**config.mk**
```make
export PLATFORM = sky130hd
export DESIGN_NAME = seg_display_arbiter
export DESIGN_NICKNAME = d
export VERILOG_FILES = /design/src/rtl/seg_display_arbiter.sv
export SDC_FILE = /design/constraint.sdc
export NUM_CORES = 1
export LEC_CHECK = 0
export CAP_MARGIN = 25
export CORE_MARGIN = 10
export CORE_UTILIZATION = 40
export CTS_CLUSTER_DIAMETER = 50
export CTS_CLUSTER_SIZE = 40
export DETAILED_ROUTE_END_ITERATION = 10
export PLACE_DENSITY = 0.66
export SETUP_SLACK_MARGIN = 0.3
export SLEW_MARGIN = 10
export SYNTH_ARGS = -nofsm -noshare
export SYNTH_HDL_FRONTEND = slang
export SYNTH_SLANG_ARGS = --single-unit
```
**constraint.sdc**
```tcl
create_clock -name clk -period 3.2 [get_ports clk]
set_input_delay 0.32 -clock clk [delete_from_list [all_inputs] [get_ports clk]]
set_output_delay 0.32 -clock clk [all_outputs]
set_load 0.05 [all_outputs]
```
**src/rtl/seg_display_arbiter.sv**
```systemverilog
// Round-robin owner arbitration for a shared four-digit seven-segment display.
// Optional feature macro: SEG_ARB_OWNER_DOT_EN (dots show the owner index as one-hot).
module seg_display_arbiter #(
  parameter int n_req        = 3,
  parameter int w_digit      = 4,
  parameter int dwell_cycles = 25_000_000
) (
  input  logic                       clk,
  input  logic                       rst,
  input  logic [n_req-1:0]           req,
  input  logic [n_req*4*w_digit-1:0] req_number,
  input  logic [n_req*w_digit-1:0]   req_dots,
  output logic [n_req-1:0]           grant,
  output logic [4*w_digit-1:0]       number,
  output logic [w_digit-1:0]         dots,
  output logic                       busy
);

  localparam int IW = (n_req > 1) ? $clog2(n_req) : 1;
  localparam int CW = $clog2(dwell_cycles + 1);
  localparam int NW = 4 * w_digit;
  localparam logic [CW-1:0] DWELL = CW'(dwell_cycles);

  localparam logic [0:0] IDLE = 1'b0;
  localparam logic [0:0] HOLD = 1'b1;

  logic [0:0]         state_reg, state_next;
  logic [IW-1:0]      own_reg, own_next;
  logic [IW-1:0]      last_reg, last_next;
  logic [CW-1:0]      cnt_reg, cnt_next;
  logic [n_req-1:0]   grant_reg;
  logic [NW-1:0]      number_reg;
  logic [w_digit-1:0] dots_reg;
  logic               busy_reg;

  logic [NW-1:0]      num_arr [n_req];
  logic [w_digit-1:0] dot_arr [n_req];
  logic [n_req-1:0]   own_hot, own_next_hot, cand;
  logic               owner_req, win_found;
  logic [IW-1:0]      win_idx;
  int                 scan_idx;

  generate
    for (genvar gi = 0; gi < n_req; gi++) begin : g_slice
      assign num_arr[gi]      = req_number[gi*NW +: NW];
      assign dot_arr[gi]      = req_dots[gi*w_digit +: w_digit];
      assign own_hot[gi]      = (own_reg == IW'(gi));
      assign own_next_hot[gi] = (own_next == IW'(gi));
    end
  endgenerate

`ifdef SEG_ARB_OWNER_DOT_EN
  generate
    if (n_req > w_digit) begin : g_dot_check
      $error("seg_display_arbiter: owner dots need n_req <= w_digit");
    end
  endgenerate
`endif

  // While holding, the owner is excluded so a contended hand-over always moves on.
  assign owner_req = |(req & own_hot);
  assign cand      = (state_reg == HOLD) ? (req & ~own_hot) : req;

  always_comb begin
    win_found = 1'b0;
    win_idx   = '0;
    scan_idx  = 0;
    for (int k = 1; k <= n_req; k++) begin
      scan_idx = (int'(last_reg) + k) % n_req;
      if (!win_found && cand[scan_idx]) begin
        win_found = 1'b1;
        win_idx   = IW'(scan_idx);
      end
    end
  end

  always_comb begin
    state_next = state_reg;
    own_next   = own_reg;
    last_next  = last_reg;
    cnt_next   = cnt_reg;
    case (state_reg)
      IDLE: begin
        if (win_found) begin
          state_next = HOLD;
          own_next   = win_idx;
          last_next  = win_idx;
          cnt_next   = '0;
        end
      end
      HOLD: begin
        if (owner_req) begin
          if (cnt_reg == DWELL && win_found) begin
            own_next  = win_idx;
            last_next = win_idx;
            cnt_next  = '0;
          end else if (cnt_reg != DWELL) begin
            cnt_next = cnt_reg + CW'(1);
          end
        end else if (win_found) begin
          own_next  = win_idx;
          last_next = win_idx;
          cnt_next  = '0;
        end else begin
          state_next = IDLE;
        end
      end
      default: state_next = IDLE;
    endcase
  end

  always_ff @(posedge clk) begin
    if (rst) begin
      state_reg  <= IDLE;
      own_reg    <= '0;
      last_reg   <= IW'(n_req - 1);
      cnt_reg    <= '0;
      grant_reg  <= '0;
      number_reg <= '0;
      dots_reg   <= '0;
      busy_reg   <= 1'b0;
    end else begin
      state_reg <= state_next;
      own_reg   <= own_next;
      last_reg  <= last_next;
      cnt_reg   <= cnt_next;
      if (state_next == HOLD) begin
        // Reloaded every cycle so the owner's live data shows one cycle later.
        grant_reg  <= own_next_hot;
        number_reg <= num_arr[own_next];
`ifdef SEG_ARB_OWNER_DOT_EN
        dots_reg   <= w_digit'(own_next_hot);
`else
        dots_reg   <= dot_arr[own_next];
`endif
        busy_reg   <= 1'b1;
      end else begin
        grant_reg <= '0;
        busy_reg  <= 1'b0;
`ifdef SEG_ARB_OWNER_DOT_EN
        dots_reg  <= '0;
`endif
      end
    end
  end

  assign grant  = grant_reg;
  assign number = number_reg;
  assign dots   = dots_reg;
  assign busy   = busy_reg;

endmodule

```
Word-level counts from Yosys, hierarchy flattened:

Cells that the tools add are included.

* flip-flop bits (word level): 54
* bits of input ports: 65
* output and inout port bits: 24

* $add $sub $neg: 4
* divide/modulo/power cells: 3
* $lt $le $gt $ge: 4
* equality and inequality tests: 8
* muxes and demuxes: 39
* bitwise gates (word level): 6
* reduce and logical (&&, ||, !) cells: 9

Operator list (number)
* $mux 25: 4
* $lt 32x4->1 const B: 3
* $mod 32x3->32 const B: 3
* $pmux 25 s2: 1
* $bmux 16 s2: 1
* $mux 16: 2
* $add 25x1->25 const B: 1
* $eq 25x25->1 const B: 1
* $ne 25x25->1 const B: 1
* $mux 2: 9
* $mux 1: 12
* $bmux 4 s2: 1
* $mux 4: 2
* $pmux 2 s2: 2
* $add 2x2->3 const B: 2
* $and 3x3->3: 2
* $bmux 1 s2: 3
* $eq 2x1->1 const B: 2
* $eq 2x2->1 const B: 2
* $logic_not 2->1: 2
* $ne 4x2->1 const B: 1
* $add 2x1->3 const B: 1
* $ge 3x3->1 const B: 1
* $logic_and 1x1->1: 3
* other kinds (9): 11

Longest topological paths before layout:

Gate-level depths: netlist of the first run.

* depth in word-level cells: 22
* gate-level depth with buffers: 11
* mapped depth without buffers: 8

Worst setup path after synthesis of the first run:

OpenSTA, ideal clock, no wires.

* path type: reg-to-reg
* start point: reg state_reg
* end point: reg number_reg[10] (netlist: number[10])
* library setup time: 0.128 ns
* data arrival time: 2.348 ns
* slack: 0.725 ns
* cell stages (with the launch flop): 10
* cells stage by stage: dfxtp_1 -> buf_4 -> or3b_4 -> a32oi_4 -> or3_1 -> buf_4 -> nor2_4 -> a32oi_4 -> buf_6 -> o211ai_2

* longest elaborated chain between the ends: 19
* elaborated cells between the ends (all ways): 33
* those cells by class: 26 x mux; 2 x bitwise; 5 x reduce/logical

RTL lines
* start: declaration: RTL line 27 `logic [0:0] state_reg, state_next;`
* start signal: assignment: RTL line 123 `state_reg <= state_next;`
* $mux 3: RTL line 62 `assign cand = (state_reg == HOLD) ? (req & ~own_hot) : req;`
* $bmux 1 s2: RTL line 70 `if (!win_found && cand[scan_idx]) begin`
* $mux 1 (implied by the code) (2 in a row): RTL line 70
* $mux 1: RTL line 70
* $logic_not 1->1: RTL line 70
* $logic_and 1x1->1: RTL line 70
* $mux 1: RTL line 70
* $logic_not 1->1: RTL line 70
* $logic_and 1x1->1: RTL line 70
* $mux 1: RTL line 70
* $logic_and 1x1->1: RTL line 93 `if (cnt_reg == DWELL && win_found) begin`
* $mux 2: RTL line 93
* $mux 2: RTL line 92 `if (owner_req) begin`
* $pmux 2 s2: RTL line 82 `case (state_reg)`
* $not 2->3 (implied by the code): RTL line 130 `number_reg <= num_arr[own_next];`
* $bmux 16 s2: RTL line 130
* $mux 16 (implied by the code) (2 in a row): RTL line 130
* end signal: assignment: RTL line 130
* end: declaration: RTL line 32 `logic [NW-1:0] number_reg;`

Parallel ways exist; a longest one is shown, timed or not. The select of a mux whose other input is x is not followed.
A chain may end at the register's enable or synchronous reset.

Final worst setup path of the first run:

* start point: reg last_reg[0]
* end point: reg number_reg[5] (netlist: number[5])

* longest elaborated chain between the ends: 20
* elaborated cells between the ends (all ways): 37
* those cells by class: 3 x add/sub; 3 x div; 25 x mux; 1 x bitwise; 5 x reduce/logical

RTL lines
* start: declaration: RTL line 29 `logic [IW-1:0] last_reg, last_next;`
* start signal: assignment: RTL line 116 `last_reg <= IW'(n_req - 1);`
* start signal: assignment: RTL line 125 `last_reg <= last_next;`
* $add 2x1->3: RTL line 69 `scan_idx = (int'(last_reg) + k) % n_req;`
* $mod 32x3->32: RTL line 69
* $bmux 1 s2: RTL line 70
* $mux 1 (implied by the code) (2 in a row): RTL line 70
* $mux 1: RTL line 70
* $logic_not 1->1: RTL line 70
* $logic_and 1x1->1: RTL line 70
* $mux 1: RTL line 70
* [... 2 more ...]
* $mux 1: RTL line 70
* $logic_and 1x1->1: RTL line 93
* $mux 2: RTL line 93
* $mux 2: RTL line 92
* $pmux 2 s2: RTL line 82
* $not 2->3 (implied by the code): RTL line 130
* $bmux 16 s2: RTL line 130
* $mux 16 (implied by the code) (2 in a row): RTL line 130

Parallel ways exist; a longest one is shown, timed or not. The select of a mux whose other input is x is not followed.

==> run summary, run 1 <==
Seq cells post-synth -> 53
top cell type's share of synthesized area -> 27.3%
Critical R2R Launch -> last_reg[0]$_SDFFE_PP0P_
main flop type after synthesis -> dfxtp_1
Worst path depth -> 9
Mapped Nets -> 550
Die Ht -> 119 um
Avg WL per Cell -> 19.6 um
Avg Inst Size Synth -> 8.07 um^2
Routed WL -> 13.3 mm
Worst slew margin -> 44.0%
IO buf count -> 88
final worst path period need -> 2740 ps
Post-Syn Area -> 0.00388 mm^2
Setup crit end -> number[5]$_SDFFE_PP0P_
number of synthesized flops with an enable pin -> 0
# DRC -> 0
WP data arrival -> 2940 ps
final worst path period share -> 85.6%
Critical Path Fanout Max -> 24
die footprint -> 0.0141 mm^2
Core Box Area -> 0.00933 mm^2
sequential power share -> 24.0%
Via Count -> 4198
FF-to-FF End -> number[5]$_SDFFE_PP0P_
I/O Pins -> 89
Final Setup Violations -> 0
GRT Overall Usage -> 17.5%
Net Sw Power -> 1.86 mW
worst reg2reg path depth -> 9
max reg flops -> 25
Layout Nets -> 617
TritonCTS sink count -> 53
sequential-to-total area share from yosys stat -> 27.3%
crit path buf inv count -> 2
PwrDens -> 738 mW/mm^2
Slew @ Worst Pin -> 838 ps
clk_lat worst skew -> 310 ps
post-route ant nets -> 0
area grow syn2layout -> 29.2%
Placement Rows -> 35
delay-heaviest family, CP -> compound AO/OA/AOI/OAI gates
diodes inserted -> 0
CP required -> 3400 ps
final setup TNS -> 0 ps
GP Congestion -> 0.846
clock slew at reported path FFs -> 100 ps
initial DRC count -> 307
RSZ-0062 raised after global routing -> no
skew final -> 7.58 ps
cell taking the most area after synthesis -> dfxtp_1
P_int -> 1.84 mW
Worst Setup SP -> last_reg[0]$_SDFFE_PP0P_
CP max stage cell -> a311oi_4
CTS Buf Count -> 5
status -> finished clean
initial antenna violation count -> 0
Hold Crit Class -> reg2reg
drt via density -> 6.19
detailed placer's ending HPWL -> 9.10 mm
Max Cap Violations -> 0
largest net degree at the start of global routing -> 25
CP Launch Type -> flop
max incr delay on CP -> 470 ps
first-pass GRT wire length -> 21.1 mm
Pre-antenna DRT Iters -> 6
initial core utilization -> 41.6%
Max Freq -> 0.365 GHz
Hold Vio Cnt, Final -> 0
ratio of cells with drive above 1 in the final layout -> 11.7%
Post-synth ARST share -> 0%
Logic pwr share -> 62.8%
Die X -> 119 um
post-layout util -> 53.8%
CTS tree -> done
Switching Fraction -> 50.3%
remaining global-route overflow -> 0
largest cells by area after synthesis -> dfxtp_1 (27%), o211ai_1 (6.4%), o2111ai_1 (4.5%), nand2_1 (4.3%), a31oi_1 (4.2%)
clock buffer depth -> 2
Leak -> 1.70 nW
R2R Setup Slk -> 460 ps
CP Class -> reg2reg
Mapped Cells -> 481
largest vdd supply drop -> 0.329 mV
CTS H-Tree Depth -> 2
Ys Warns -> 0
Slew Viols, Final -> 0
post-place instance area -> 0.00484 mm^2
CP Cell Sequence -> inv_1, ha_2, and3_1, a311oi_4, o311ai_4, nand2b_1, buf_4, a31oi_1, o211ai_2
vias in the first global route -> 4068
element type at the critical path end -> flop
fillers -> 888
clock group share of total power -> 13.2%
CTS root buffer -> clkbuf_8
Final Cell Area -> 0.00502 mm^2
post-synth cell types -> 59
cts hold-fix bufs -> 0
-- cell usage in the layout, fill, tap and decap left out, types with 11 or more instances in the layout --
cell,n
o31ai_1,21
a21oi_1,21
nand2_1,44
inv_1,31
o2111ai_1,20
clkdlybuf4s50_1,88
dfxtp_1,53
o211ai_1,33
o21ai_0,11
a31oi_1,26
buf_4,21
and2_1,23
a311oi_1,14
nor2_1,23
o311ai_0,15
-- logic make-up after synthesis --
logic type / after synthesis / share of synthesized area, %
compound gates: 193 / 40.3
fa+ha+maj: 5 / 1.55
buf+inv: 82 / 9.83
flops: 53 / 27.3
mux: 3 / 0.838
simple gates: 145 / 20.2
-- layer usage --
| layer | vias to the layer above | part of all wire, % | track usage, % |
|---|---|---|---|
| met1 | 2018 | 45 | 22.6 |
| met3 | 11 | 5.7 | 2.81 |
| li1 | 2003 | - | - |
| met2 | 166 | 48 | 29.5 |
| met4 | 0 | 0.92 | 4.43 |
| met5 | - | 0 | 0 |
-- how the worst min path moves through the flow --
stage,startpoint,endpoint,slack (ps),cells after the start
after global placement,number[4]$_SDFFE_PP0P_,number[4]$_SDFFE_PP0P_,450,2
after detailed placement,number[4]$_SDFFE_PP0P_,number[4]$_SDFFE_PP0P_,450,2
final,number[4]$_SDFFE_PP0P_,number[4]$_SDFFE_PP0P_,470,2
after floorplan,cnt_reg[7]$_SDFFE_PP0P_,cnt_reg[7]$_SDFFE_PP0P_,460,1
after CTS,number[4]$_SDFFE_PP0P_,number[4]$_SDFFE_PP0P_,480,2
after global routing,number[15]$_SDFFE_PP0P_,number[15]$_SDFFE_PP0P_,500,2
-- worst reg2reg max path: cells and delay by family, from the launching register on --
| family | cells | cell delay [ps] |
|---|---|---|
| fa+ha+maj | 1 | 390 |
| compound gates | 4 | 1120 |
| simple gates | 2 | 460 |
| buf+inv | 2 | 290 |
| flops | 1 | 380 |
-- cell usage after synthesis (2+ instances only) --
library cell and number:
nand4_1 5, mux2_1 2, a31oi_1 26, and3_1 5, a311oi_1 15, nor3_1 8, nand3b_1 3, o211ai_1 33
nor4_1 2, o211a_1 2, or3_1 4, o311ai_0 16, nor2_1 23, o21ai_1 2, and2_1 23, a32oi_4 2
nand4bb_2 2, and4_1 3, o311ai_1 5, o21ai_0 11, ha_1 4, a21oi_1 21, buf_2 13, o2111ai_1 20
buf_4 7, buf_6 4, o31ai_1 21, nand2_1 44, nand3_1 9, o211ai_2 8, nand2b_1 3, inv_1 31
clkbuf_1 26, dfxtp_1 53
-- area by class of cell --
type,count,area [um^2],area share [%]
sequential,53,1060,21.1
clock inverter,2,37.5,0.748
timing repair buffer,109,1040,20.7
inverter,31,116,2.32
tap,129,161,3.22
clock buffer,6,82.6,1.65
multi-input combinational,348,2520,50.2
-- power by group through the flow --
stage	sequential (mW)	combinational [mW]	clock, mW
6_report	0.888	2.33	0.490
4_1_cts	0.885	2.25	0.501
3_5_place_dp	0.902	2.24	0
2_1_floorplan	1.20	1.32	0
5_1_grt	0.902	2.50	0.523
3_3_place_gp	0.899	2.18	0
-- per-stage QoR --
stage	total power, mW	hold WS, ps	std cells	worst slack, ps
after global routing	3.93	496	678	323
after detailed placement	3.14	446	668	162
after CTS	3.63	476	676	407
after floorplan	2.51	464	481	725
final	3.71	473	678	460
after global placement	3.08	447	668	151
-- repair_timing --
item                       4_1_cts  5_1_grt
gates resized for setup          2        5
buffers inserted                 0        0
setup endpoints to repair       15       20
cloned                           0        2
pin swaps                        0        1
Note: power is estimated with default switching activity, not from simulation.
==> inputs of run 2 (changes only) <==
--- a/config.mk
+++ b/config.mk
@@ -6,11 +6,11 @@
 export NUM_CORES = 1
 export LEC_CHECK = 0
 export CAP_MARGIN = 25
-export CORE_MARGIN = 10
 export CORE_UTILIZATION = 40
 export CTS_CLUSTER_DIAMETER = 50
 export CTS_CLUSTER_SIZE = 40
 export DETAILED_ROUTE_END_ITERATION = 10
+export MAX_ROUTING_LAYER = met4
 export PLACE_DENSITY = 0.66
 export SETUP_SLACK_MARGIN = 0.3
 export SLEW_MARGIN = 10
==> constraint.sdc (replaced) <==
create_clock -name clk -period 2.9 [get_ports clk]
set_input_delay 0.29 -clock clk [delete_from_list [all_inputs] [get_ports clk]]
set_output_delay 0.29 -clock clk [all_outputs]
set_load 0.05 [all_outputs]
==> run 2 against run 1 <==
Final cell count increased by 0.59%. Design area increased by 0.45%. Sequential share of layout area decreased by 0.070 points. Combinational power increased by 11%. Global-route usage increased by 7.7 points. Sequential cell count unchanged. Total power increased by 7.5%. Utilization increased by 0.24 points. Die area decreased by 28%. Maximum frequency increased by 9.5%. Clock skew increased by 5.9 ps. Critical path type unchanged.
==> run summary, run 2 (synthesized netlist as in run 1, its figures left out) <==
status -> finished clean
Logic pwr share -> 65.0%
Pre-antenna DRT Iters -> 5
hold wc startpoint -> number[4]$_SDFFE_PP0P_
Placement Rows -> 35
R2R Setup Slk -> 400 ps
diodes inserted -> 0
final worst path period need -> 2500 ps
crit path buf inv count -> 3
Via Count -> 4121
Critical R2R Launch -> last_reg[0]$_SDFFE_PP0P_
TritonCTS sink count -> 53
CP Launch Type -> flop
max incr delay on CP -> 460 ps
CP required -> 3140 ps
initial DRC count -> 142
CTS Buf Count -> 5
delay-heaviest family, CP -> compound AO/OA/AOI/OAI gates
Die Ht -> 101 um
Worst slew margin -> 65.7%
Critical Path Fanout Max -> 5
FF-to-FF End -> number[14]$_SDFFE_PP0P_
Switching Fraction -> 50.1%
clock buffer depth -> 2
cell mode on critical path -> o211ai_1
skew final -> 13.5 ps
detailed placer's ending HPWL -> 8.24 mm
I/O Pins -> 89
sequential power share -> 24.5%
clk_lat worst skew -> 320 ps
most common cell after layout, fill and taps aside -> clkdlybuf4s50_1
CP Cell Sequence -> inv_1, ha_1, o32a_1, a32oi_4, nor3_4, buf_6, a2111oi_4, buf_4, o211ai_1, o211ai_1
Slew Viols, Final -> 0
Final Cell Area -> 0.00504 mm^2
Hold Crit Class -> reg2reg
P_int -> 1.99 mW
vias in the first global route -> 3953
Net Sw Power -> 2.00 mW
commonest cells after routing, fill and taps aside -> clkdlybuf4s50_1 (88), dfxtp_1 (52), nand2_1 (44)
max reg flops -> 25
RSZ-0062 raised after global routing -> yes
CTS root buffer -> clkbuf_8
cts hold-fix bufs -> 0
Routed WL -> 12.1 mm
PwrDens -> 790 mW/mm^2
GRT Overall Usage -> 25.2%
CP Class -> reg2reg
largest vdd supply drop -> 0.398 mV
final setup TNS -> 0 ps
CP max stage cell -> a2111oi_4
CTS tree -> done
first-pass GRT wire length -> 19.9 mm
Die X -> 101 um
largest net degree at the start of global routing -> 27
Core Box Area -> 0.00933 mm^2
worst reg2reg path depth -> 10
Max Cap Violations -> 0
remaining global-route overflow -> 0
Layout Nets -> 621
initial antenna violation count -> 0
Cell Count Post-Placement -> 671
Slew @ Worst Pin -> 513 ps
Max Freq -> 0.400 GHz
post-route ant nets -> 0
Final Setup Violations -> 0
CTS H-Tree Depth -> 2
clock group share of total power -> 10.5%
# DRC -> 0
WP data arrival -> 2740 ps
area grow syn2layout -> 29.8%
GP Congestion -> 0.918
initial core utilization -> 41.6%
IO buf count -> 88
ratio of cells with drive above 1 in the final layout -> 13.2%
element type at the critical path end -> flop
die footprint -> 0.0101 mm^2
Avg WL per Cell -> 17.7 um
post-place instance area -> 0.00486 mm^2
clock slew at reported path FFs -> 100 ps
drt via density -> 6.04
fillers -> 884
Setup crit end -> number[14]$_SDFFE_PP0P_
Hold Vio Cnt, Final -> 0
post-layout util -> 54.0%
Leak -> 1.73 nW
Worst Setup SP -> last_reg[0]$_SDFFE_PP0P_
Worst path depth -> 10
Final Instance Count excl. Fillers -> 682
final worst path period share -> 86.3%
## run 2: area by class of cell
type / count / area, um^2 / share of cell area [%]
clock buffer: 6 / 72.6 / 1.44
clock inverter: 2 / 10.0 / 0.199
inverter: 31 / 116 / 2.31
multi-input combinational: 346 / 2500 / 49.6
sequential: 53 / 1060 / 21.1
tap: 129 / 161 / 3.20
timing repair buffer: 115 / 1120 / 22.2
## run 2: worst min-delay path by stage
stage,cells past startpoint,to,slack [ps]
after floorplan,1,cnt_reg[7]$_SDFFE_PP0P_,460
after global placement,2,number[8]$_SDFFE_PP0P_,450
after detailed placement,2,number[4]$_SDFFE_PP0P_,460
after CTS,2,number[4]$_SDFFE_PP0P_,490
after global routing,2,dots[1]$_SDFFE_PP0P_,500
final,2,number[4]$_SDFFE_PP0P_,480
## run 2: metrics by stage
step | worst slack [ps] | hold slack (ps) | total power, mW
finish | 397 | 482 | 3.98
global placement | 139 | 448 | 3.44
global route | 288 | 499 | 4.23
CTS | 314 | 486 | 3.93
detailed placement | 98.9 | 455 | 3.49
floorplan | 425 | 464 | 2.77
## run 2: layer usage
metal  GRT usage [%]  up-vias  share of wire (%)
li1                -     2001                  -
met1            32.6     1970                 44
met2            40.4      140                 48
met3            4.09       10                6.8
met4            7.47        0                1.0
met5               -        -                  0
## run 2: power by group through the flow
| stage | registers, mW | logic, mW | clock network (mW) |
|---|---|---|---|
| 3_5_place_dp | 0.990 | 2.50 | 0 |
| 3_3_place_gp | 0.990 | 2.45 | 0 |
| 4_1_cts | 0.974 | 2.52 | 0.435 |
| 5_1_grt | 0.992 | 2.76 | 0.473 |
| 6_report | 0.975 | 2.59 | 0.418 |
| 2_1_floorplan | 1.32 | 1.45 | 0 |
## run 2: tightest hold or removal path, stage by stage, from the launching register on
cell and delay, ps:
dfxtp_1 340, nand2_1 60, o211ai_2 50
## run 2: what timing repair did
item,4_1_cts,5_1_grt
endpoints found under the hold margin,0,0
setup buffers,0,1
setup endpoints to repair,20,35
resized for setup,4,24
pin swaps,0,2
cloned,0,2
